==> config.mk <==
export PLATFORM = sky130hd
export DESIGN_NAME = axi4_lite_master
export DESIGN_NICKNAME = d
export VERILOG_FILES = /design/src/rtl/axi4_lite_master.sv
export SDC_FILE = /design/constraint.sdc
export NUM_CORES = 1
export LEC_CHECK = 0
export ABC_CLOCK_PERIOD_IN_PS = 1750
export CORE_UTILIZATION = 40
export CTS_CLUSTER_DIAMETER = 50
export CTS_CLUSTER_SIZE = 12
export DETAILED_ROUTE_END_ITERATION = 8
export HOLD_SLACK_MARGIN = 0.12
export PLACE_DENSITY = 0.81
export SYNTH_ARGS = -nofsm -noshare
export SYNTH_HDL_FRONTEND = slang
export SYNTH_SLANG_ARGS = --single-unit
==> constraint.sdc <==
create_clock -name clk -period 1.75 [get_ports clk]
set_input_delay 0.35 -clock clk [delete_from_list [all_inputs] [get_ports clk]]
set_output_delay 0.35 -clock clk [all_outputs]
set_load 0.1 [all_outputs]
==> src/rtl/axi4_lite_master.sv <==
// AXI4-Lite master: single-cycle AMCI write/read strobes become full AW+W+B / AR+R transactions.
// Latency: strobe at cycle N -> AWVALID/WVALID (or ARVALID) at N+1; completion one edge after B/R handshake.
// Backpressure: each engine waits indefinitely on slave READY/VALID; strobes arriving while busy are dropped.
//
// Ports: clk/resetn (async active-low); AMCI_* user request/response side; M_AXI_* AXI4-Lite master side.
// Build option: define AXIL_WSTRB_EN to add the AMCI_WSTRB input; otherwise M_AXI_WSTRB is all ones.
module axi4_lite_master #(
  parameter int AW = 32
) (
  input  logic          clk,
  input  logic          resetn,
  // user write side
  input  logic [AW-1:0] AMCI_WADDR,
  input  logic [31:0]   AMCI_WDATA,
`ifdef AXIL_WSTRB_EN
  input  logic [3:0]    AMCI_WSTRB,
`endif
  input  logic          AMCI_WRITE,
  output logic [1:0]    AMCI_WRESP,
  output logic          AMCI_WIDLE,
  // user read side
  input  logic [AW-1:0] AMCI_RADDR,
  input  logic          AMCI_READ,
  output logic [31:0]   AMCI_RDATA,
  output logic [1:0]    AMCI_RRESP,
  output logic          AMCI_RIDLE,
  // AXI write address / data / response
  output logic [AW-1:0] M_AXI_AWADDR,
  output logic          M_AXI_AWVALID,
  input  logic          M_AXI_AWREADY,
  output logic [2:0]    M_AXI_AWPROT,
  output logic [31:0]   M_AXI_WDATA,
  output logic [3:0]    M_AXI_WSTRB,
  output logic          M_AXI_WVALID,
  input  logic          M_AXI_WREADY,
  input  logic [1:0]    M_AXI_BRESP,
  input  logic          M_AXI_BVALID,
  output logic          M_AXI_BREADY,
  // AXI read address / data
  output logic [AW-1:0] M_AXI_ARADDR,
  output logic          M_AXI_ARVALID,
  input  logic          M_AXI_ARREADY,
  output logic [2:0]    M_AXI_ARPROT,
  input  logic [31:0]   M_AXI_RDATA,
  input  logic [1:0]    M_AXI_RRESP,
  input  logic          M_AXI_RVALID,
  output logic          M_AXI_RREADY
);

  typedef enum logic [1:0] {W_IDLE, W_ADDR, W_RESP} wstate_t;
  typedef enum logic [1:0] {R_IDLE, R_ADDR, R_DATA} rstate_t;

  wstate_t       wstate, wstate_n;
  rstate_t       rstate, rstate_n;

  logic [AW-1:0] awaddr_q, awaddr_n;
  logic [31:0]   wdata_q, wdata_n;
  logic          awvalid_q, awvalid_n;
  logic          wvalid_q, wvalid_n;
  logic          bready_q, bready_n;
  logic [1:0]    wresp_q, wresp_n;

  logic [AW-1:0] araddr_q, araddr_n;
  logic          arvalid_q, arvalid_n;
  logic          rready_q, rready_n;
  logic [31:0]   rdata_q, rdata_n;
  logic [1:0]    rresp_q, rresp_n;

`ifdef AXIL_WSTRB_EN
  logic [3:0]    wstrb_q, wstrb_n;
  assign M_AXI_WSTRB = wstrb_q;
`else
  assign M_AXI_WSTRB = 4'hF;
`endif

  // ---------------- write engine ----------------
  always_comb begin
    wstate_n  = wstate;
    awaddr_n  = awaddr_q;
    wdata_n   = wdata_q;
    awvalid_n = awvalid_q;
    wvalid_n  = wvalid_q;
    bready_n  = bready_q;
    wresp_n   = wresp_q;
`ifdef AXIL_WSTRB_EN
    wstrb_n   = wstrb_q;
`endif
    case (wstate)
      W_IDLE: begin
        if (AMCI_WRITE) begin
          awaddr_n  = AMCI_WADDR;
          wdata_n   = AMCI_WDATA;
`ifdef AXIL_WSTRB_EN
          wstrb_n   = AMCI_WSTRB;
`endif
          awvalid_n = 1'b1;
          wvalid_n  = 1'b1;
          wstate_n  = W_ADDR;
        end
      end
      W_ADDR: begin
        // Each VALID clears independently on its own handshake; moving on once
        // both next-values are low also covers the same-edge completion case.
        awvalid_n = awvalid_q && !M_AXI_AWREADY;
        wvalid_n  = wvalid_q && !M_AXI_WREADY;
        if (!awvalid_n && !wvalid_n) begin
          bready_n = 1'b1;
          wstate_n = W_RESP;
        end
      end
      W_RESP: begin
        if (M_AXI_BVALID) begin
          wresp_n  = M_AXI_BRESP;
          bready_n = 1'b0;
          wstate_n = W_IDLE;
        end
      end
      default: wstate_n = W_IDLE;
    endcase
  end

  always_ff @(posedge clk or negedge resetn) begin
    if (!resetn) begin
      wstate    <= W_IDLE;
      awaddr_q  <= '0;
      wdata_q   <= '0;
      awvalid_q <= 1'b0;
      wvalid_q  <= 1'b0;
      bready_q  <= 1'b0;
      wresp_q   <= 2'b00;
`ifdef AXIL_WSTRB_EN
      wstrb_q   <= 4'h0;
`endif
    end else begin
      wstate    <= wstate_n;
      awaddr_q  <= awaddr_n;
      wdata_q   <= wdata_n;
      awvalid_q <= awvalid_n;
      wvalid_q  <= wvalid_n;
      bready_q  <= bready_n;
      wresp_q   <= wresp_n;
`ifdef AXIL_WSTRB_EN
      wstrb_q   <= wstrb_n;
`endif
    end
  end

  // ---------------- read engine ----------------
  always_comb begin
    rstate_n  = rstate;
    araddr_n  = araddr_q;
    arvalid_n = arvalid_q;
    rready_n  = rready_q;
    rdata_n   = rdata_q;
    rresp_n   = rresp_q;
    case (rstate)
      R_IDLE: begin
        if (AMCI_READ) begin
          araddr_n  = AMCI_RADDR;
          arvalid_n = 1'b1;
          rstate_n  = R_ADDR;
        end
      end
      R_ADDR: begin
        if (M_AXI_ARREADY) begin
          arvalid_n = 1'b0;
          rready_n  = 1'b1;
          rstate_n  = R_DATA;
        end
      end
      R_DATA: begin
        if (M_AXI_RVALID) begin
          rdata_n  = M_AXI_RDATA;
          rresp_n  = M_AXI_RRESP;
          rready_n = 1'b0;
          rstate_n = R_IDLE;
        end
      end
      default: rstate_n = R_IDLE;
    endcase
  end

  always_ff @(posedge clk or negedge resetn) begin
    if (!resetn) begin
      rstate    <= R_IDLE;
      araddr_q  <= '0;
      arvalid_q <= 1'b0;
      rready_q  <= 1'b0;
      rdata_q   <= '0;
      rresp_q   <= 2'b00;
    end else begin
      rstate    <= rstate_n;
      araddr_q  <= araddr_n;
      arvalid_q <= arvalid_n;
      rready_q  <= rready_n;
      rdata_q   <= rdata_n;
      rresp_q   <= rresp_n;
    end
  end

  // ---------------- outputs ----------------
  assign M_AXI_AWADDR  = awaddr_q;
  assign M_AXI_AWVALID = awvalid_q;
  assign M_AXI_AWPROT  = 3'b000;
  assign M_AXI_WDATA   = wdata_q;
  assign M_AXI_WVALID  = wvalid_q;
  assign M_AXI_BREADY  = bready_q;
  assign M_AXI_ARADDR  = araddr_q;
  assign M_AXI_ARVALID = arvalid_q;
  assign M_AXI_ARPROT  = 3'b000;
  assign M_AXI_RREADY  = rready_q;

  assign AMCI_WRESP = wresp_q;
  assign AMCI_RRESP = rresp_q;
  assign AMCI_RDATA = rdata_q;
  // A strobe in the current cycle already counts as busy.
  assign AMCI_WIDLE = (wstate == W_IDLE) && !AMCI_WRITE;
  assign AMCI_RIDLE = (rstate == R_IDLE) && !AMCI_READ;

endmodule

After elaboration in Yosys (flattened, before gate mapping)

Cells that the tools add are included.

Flip-flop bits (word level): 141
Logic and storage cells: 70

Mux-type cells: 20
Reduce and logical (&&, ||, !) cells: 27
Eq/ne operators: 10

Operator list:

| kind               | number |
|---|---|
| $reduce_and 3->1   | 5 |
| $mux 2             | 6 |
| $ne 2x2->1 const B | 6 |
| $pmux 2 s3         | 2 |
| $pmux 1 s2         | 5 |
| $reduce_and 2->1   | 5 |
| $reduce_bool 2->1  | 4 |
| $mux 1             | 7 |
| $logic_not 1->1    | 6 |
| $logic_and 1x1->1  | 5 |
| $eq 2x1->1 const B | 2 |
| $eq 2x2->1 const B | 2 |
| $logic_not 2->1    | 2 |

Logic depth before layout (Yosys ltp)

Word-level depth: 6
Depth in mapped cells: 6

Least setup slack after synthesis

No wires, ideal clock.

Kind: flip-flop to output port
Start: register rstate[0]
End: output port AMCI_RIDLE
Data arrival time: 2.625 ns
Required time: 1.400 ns
Stages on the path, launching flop included: 3
Slack: -1.225 ns
Cells stage by stage: dfrtp_1 -> clkbuf_1 -> nor3_1

Cells in the longest elaborated chain, start to end: 2

RTL lines:

| what                   | RTL line | text |
|---|---|---|
| from (decl)            | 54       | `rstate_t rstate, rstate_n;` |
| from (signal assigned) | 192      | `rstate <= rstate_n;` |
| $logic_not 2->1        | 218      | `assign AMCI_RIDLE = (rstate == R_IDLE) && !AMCI_READ;` |
| $logic_and 1x1->1      | 218      |  |
| to (decl)              | 26       | `output logic AMCI_RIDLE,` |

No other way between the ends.

Worst setup path in the final report

Start: input port AMCI_READ
End: output port AMCI_RIDLE

Cells in the longest elaborated chain, start to end: 2

RTL lines:

| what              | RTL line | text |
|---|---|---|
| from (decl)       | 23       | `input logic AMCI_READ,` |
| $logic_not 1->1   | 218      |  |
| $logic_and 1x1->1 | 218      |  |

No other way between the ends.

==> flow_summary.yaml <==
run_status:
  status: "complete, no violations"
final_layout:
  multi_input_area_mm2: 0.00184
  diodes: 0
  nets: 776
  design_area_mm2: 0.0107
  regArea_mm2: 0.00353
  fillCellCount: 743
  fin_util_pct: 79.7
  area_growth_syn_to_layout_pct: 92.7
  drive_gt1_share_pct: 49.8
yosys:
  synth_largest_area_cell: "dfrtp_1"
  synth_area_mm2: 0.00554
  ys_types: 27
  seq_area_frac_synth_pct: 63.7
  syn-instance-count: 338
  yosysWarnings: 0
  yosys-top-cells-area: "dfrtp_1 (64%), mux2_2 (21%), mux2_4 (8.1%)"
  syn_avg_cell_area_um2: 16.4
  yosys_register_bits: 141
  synth_top_area_share_pct: 63.7
routing:
  vias: 3918
  first_pass_iters: 4
  drcViolationCount: 0
  via_per_inst: 4.75
  routedWlPerCell_um: 19.7
  drtAntennaViolNets: 0
  wirelength_um: 16200
  drt_iter0_markers: 198
global_routing:
  grt_pass1_vias: 4542
  grt_max_degree: 49
  antenna_found_initial: 0
  grt_pass1_wl_um: 25700
  grt_usage_pct: 24.2
  gr-total-overflow: 0
clock_tree:
  cts_tree: "yes"
  clkTransAtPathRegs_ps: 60
  clockBufferDepth: 2
  h-tree-depth: 4
  clock-sinks: 141
  cts_made_buffers: 17
  clk-insertion-delay-late_ps: 420
  cts_setup_buffers: 0
  cts_root_buf: "clkbuf_16"
sta:
  fin_skew_ps: 8.28
  finalCritPeriodShare_pct: 97.9
  period_minus_slack_ps: 1710
  setup_violations: 0
  hold_viol: 0
  hold_slack_ps: 466
  post-route-worst-setup-slack_ps: 37.5
  fmax_mhz: 584
  rsz0062_at_grt: "false"
  finalMaxSlewViolations: 0
die:
  core-area_mm2: 0.0134
  initial_core_util_pct: 41.4
  rows: 42
  die_width_um: 120
  dieArea_mm2: 0.0143
  ios: 290
  chipHeight_um: 120
critical_path:
  critPathMaxStageDelay_ps: 430
  start_kind: "input pin"
  arrival_ps: 1360
  cpLargestDelayFamily: "buffers and inverters"
  crit_buf_inv: 3
  regToRegSetupSlack_ps: 130
  path_depth: 4
  endpoint_kind: "output pin"
  path_cells: "clkdlybuf4s50_1 > buf_4 > nor3_4 > buf_12"
  reg2reg_depth: 4
  crit_type: "in -> out"
  slowest_stage: "clkdlybuf4s50_1"
  cp.required_ps: 1400
  critPathMaxFanout: 3
placed_design:
  place_area_mm2: 0.0100
  portBuffers: 279
  dp_slack_ps: -266
  hpwl_um: 12400
  gp_congestion: 0.765
run:
  maxCapViolations: 0
hold_path:
  hp-class: "in -> async"
-- logic make-up after synthesis --
family                 synth area share [%]
multiplexers                           29.0
flip-flops                             63.7
buffers and inverters                  4.18
AO/OA/AOI/OAI                          1.69
other                                 0.135
AND/OR/NAND/NOR                        1.31
-- synthesized netlist by cell type (all sizes together) --
cell and count:
o31ai 1, o211a 1, o22ai 1, dfrtp 141, o21ai 10, or3 1
nor3 2, clkbuf 1, conb 2, a221o 1, nor3b 1, buf 25
mux2i 1, and3 1, mux2 132, a21oi 2, nand3 2, nand2b 1
nor2 3, nand2 1, nor2b 1, inv 7
-- registers in the layout (all words and copies together) (netlist names) --
name           count
M_AXI_WDATA       32
M_AXI_WVALID       1
AMCI_RDATA        32
AMCI_RRESP         2
wstate             2
rstate             2
M_AXI_ARADDR      32
M_AXI_RREADY       1
M_AXI_ARVALID      1
M_AXI_BREADY       1
M_AXI_AWVALID      1
AMCI_WRESP         2
M_AXI_AWADDR      32
-- metal layers --
layer	GRT usage (%)	wire length, µm	vias to the layer above
met5	0	0	-
met2	43.2	8890	180
li1	-	-	1756
met4	10.2	459	0
met3	8.32	1190	31
met1	25.8	5670	1951
-- through the flow --
step / cells / TNS (ps)
2_1_floorplan: 346 / 0
3_3_place_gp: 791 / -11560
3_5_place_dp: 791 / -13710
4_1_cts: 824 / 0
5_1_grt: 824 / 0
6_report: 824 / 0
-- worst paths after layout --
check,start,to
hold / removal,resetn,AMCI_RDATA[9]
max in group asynchronous,resetn,M_AXI_ARADDR[14]
setup reg to reg,wstate[0],M_AXI_AWADDR[13]
min in group clk,M_AXI_RVALID,rstate[1]
hold reg to reg,M_AXI_ARADDR[0],M_AXI_ARADDR[0]
setup / recovery,AMCI_READ,AMCI_RIDLE
-- layout make-up --
class | instances | share of cell area, %
repair buffers | 296 | 41.1
flip-flops and latches | 141 | 33.0
multi-input cells | 172 | 17.3
clock buffers | 28 | 5.12
well taps | 176 | 2.06
clock inverters | 4 | 1.12
inverters | 7 | 0.246
-- layout by cell type, fill, tap and decap left out, drive strengths merged, types with 2 or more instances in the layout --
cell type      count
buf              156
dfrtp            141
clkdlybuf4s50    139
mux2             132
clkbuf            28
o21ai             10
conb              10
inv                7
bufinv             4
nor2               3
nor3               2
nand3              2
a21oi              2
-- worst register-to-register path, cell delays in order (launching register included) --
cell and delay, ps:
dfrtp_1 450, inv_1 140, and3_2 290, buf_4 250
mux2_2 370
-- what timing repair did --
item / 4_1_cts / 5_1_grt
setup endpoints to repair: 1 / 1
resized for setup: 1 / 0
pin swaps: 1 / 1
endpoints found under the hold margin: 44 / 0
hold buffers: 1 / 0
Power is left out: the tool's default activity adds up to more than one toggle a clock period on the data nets, which glitch-free logic cannot reach.
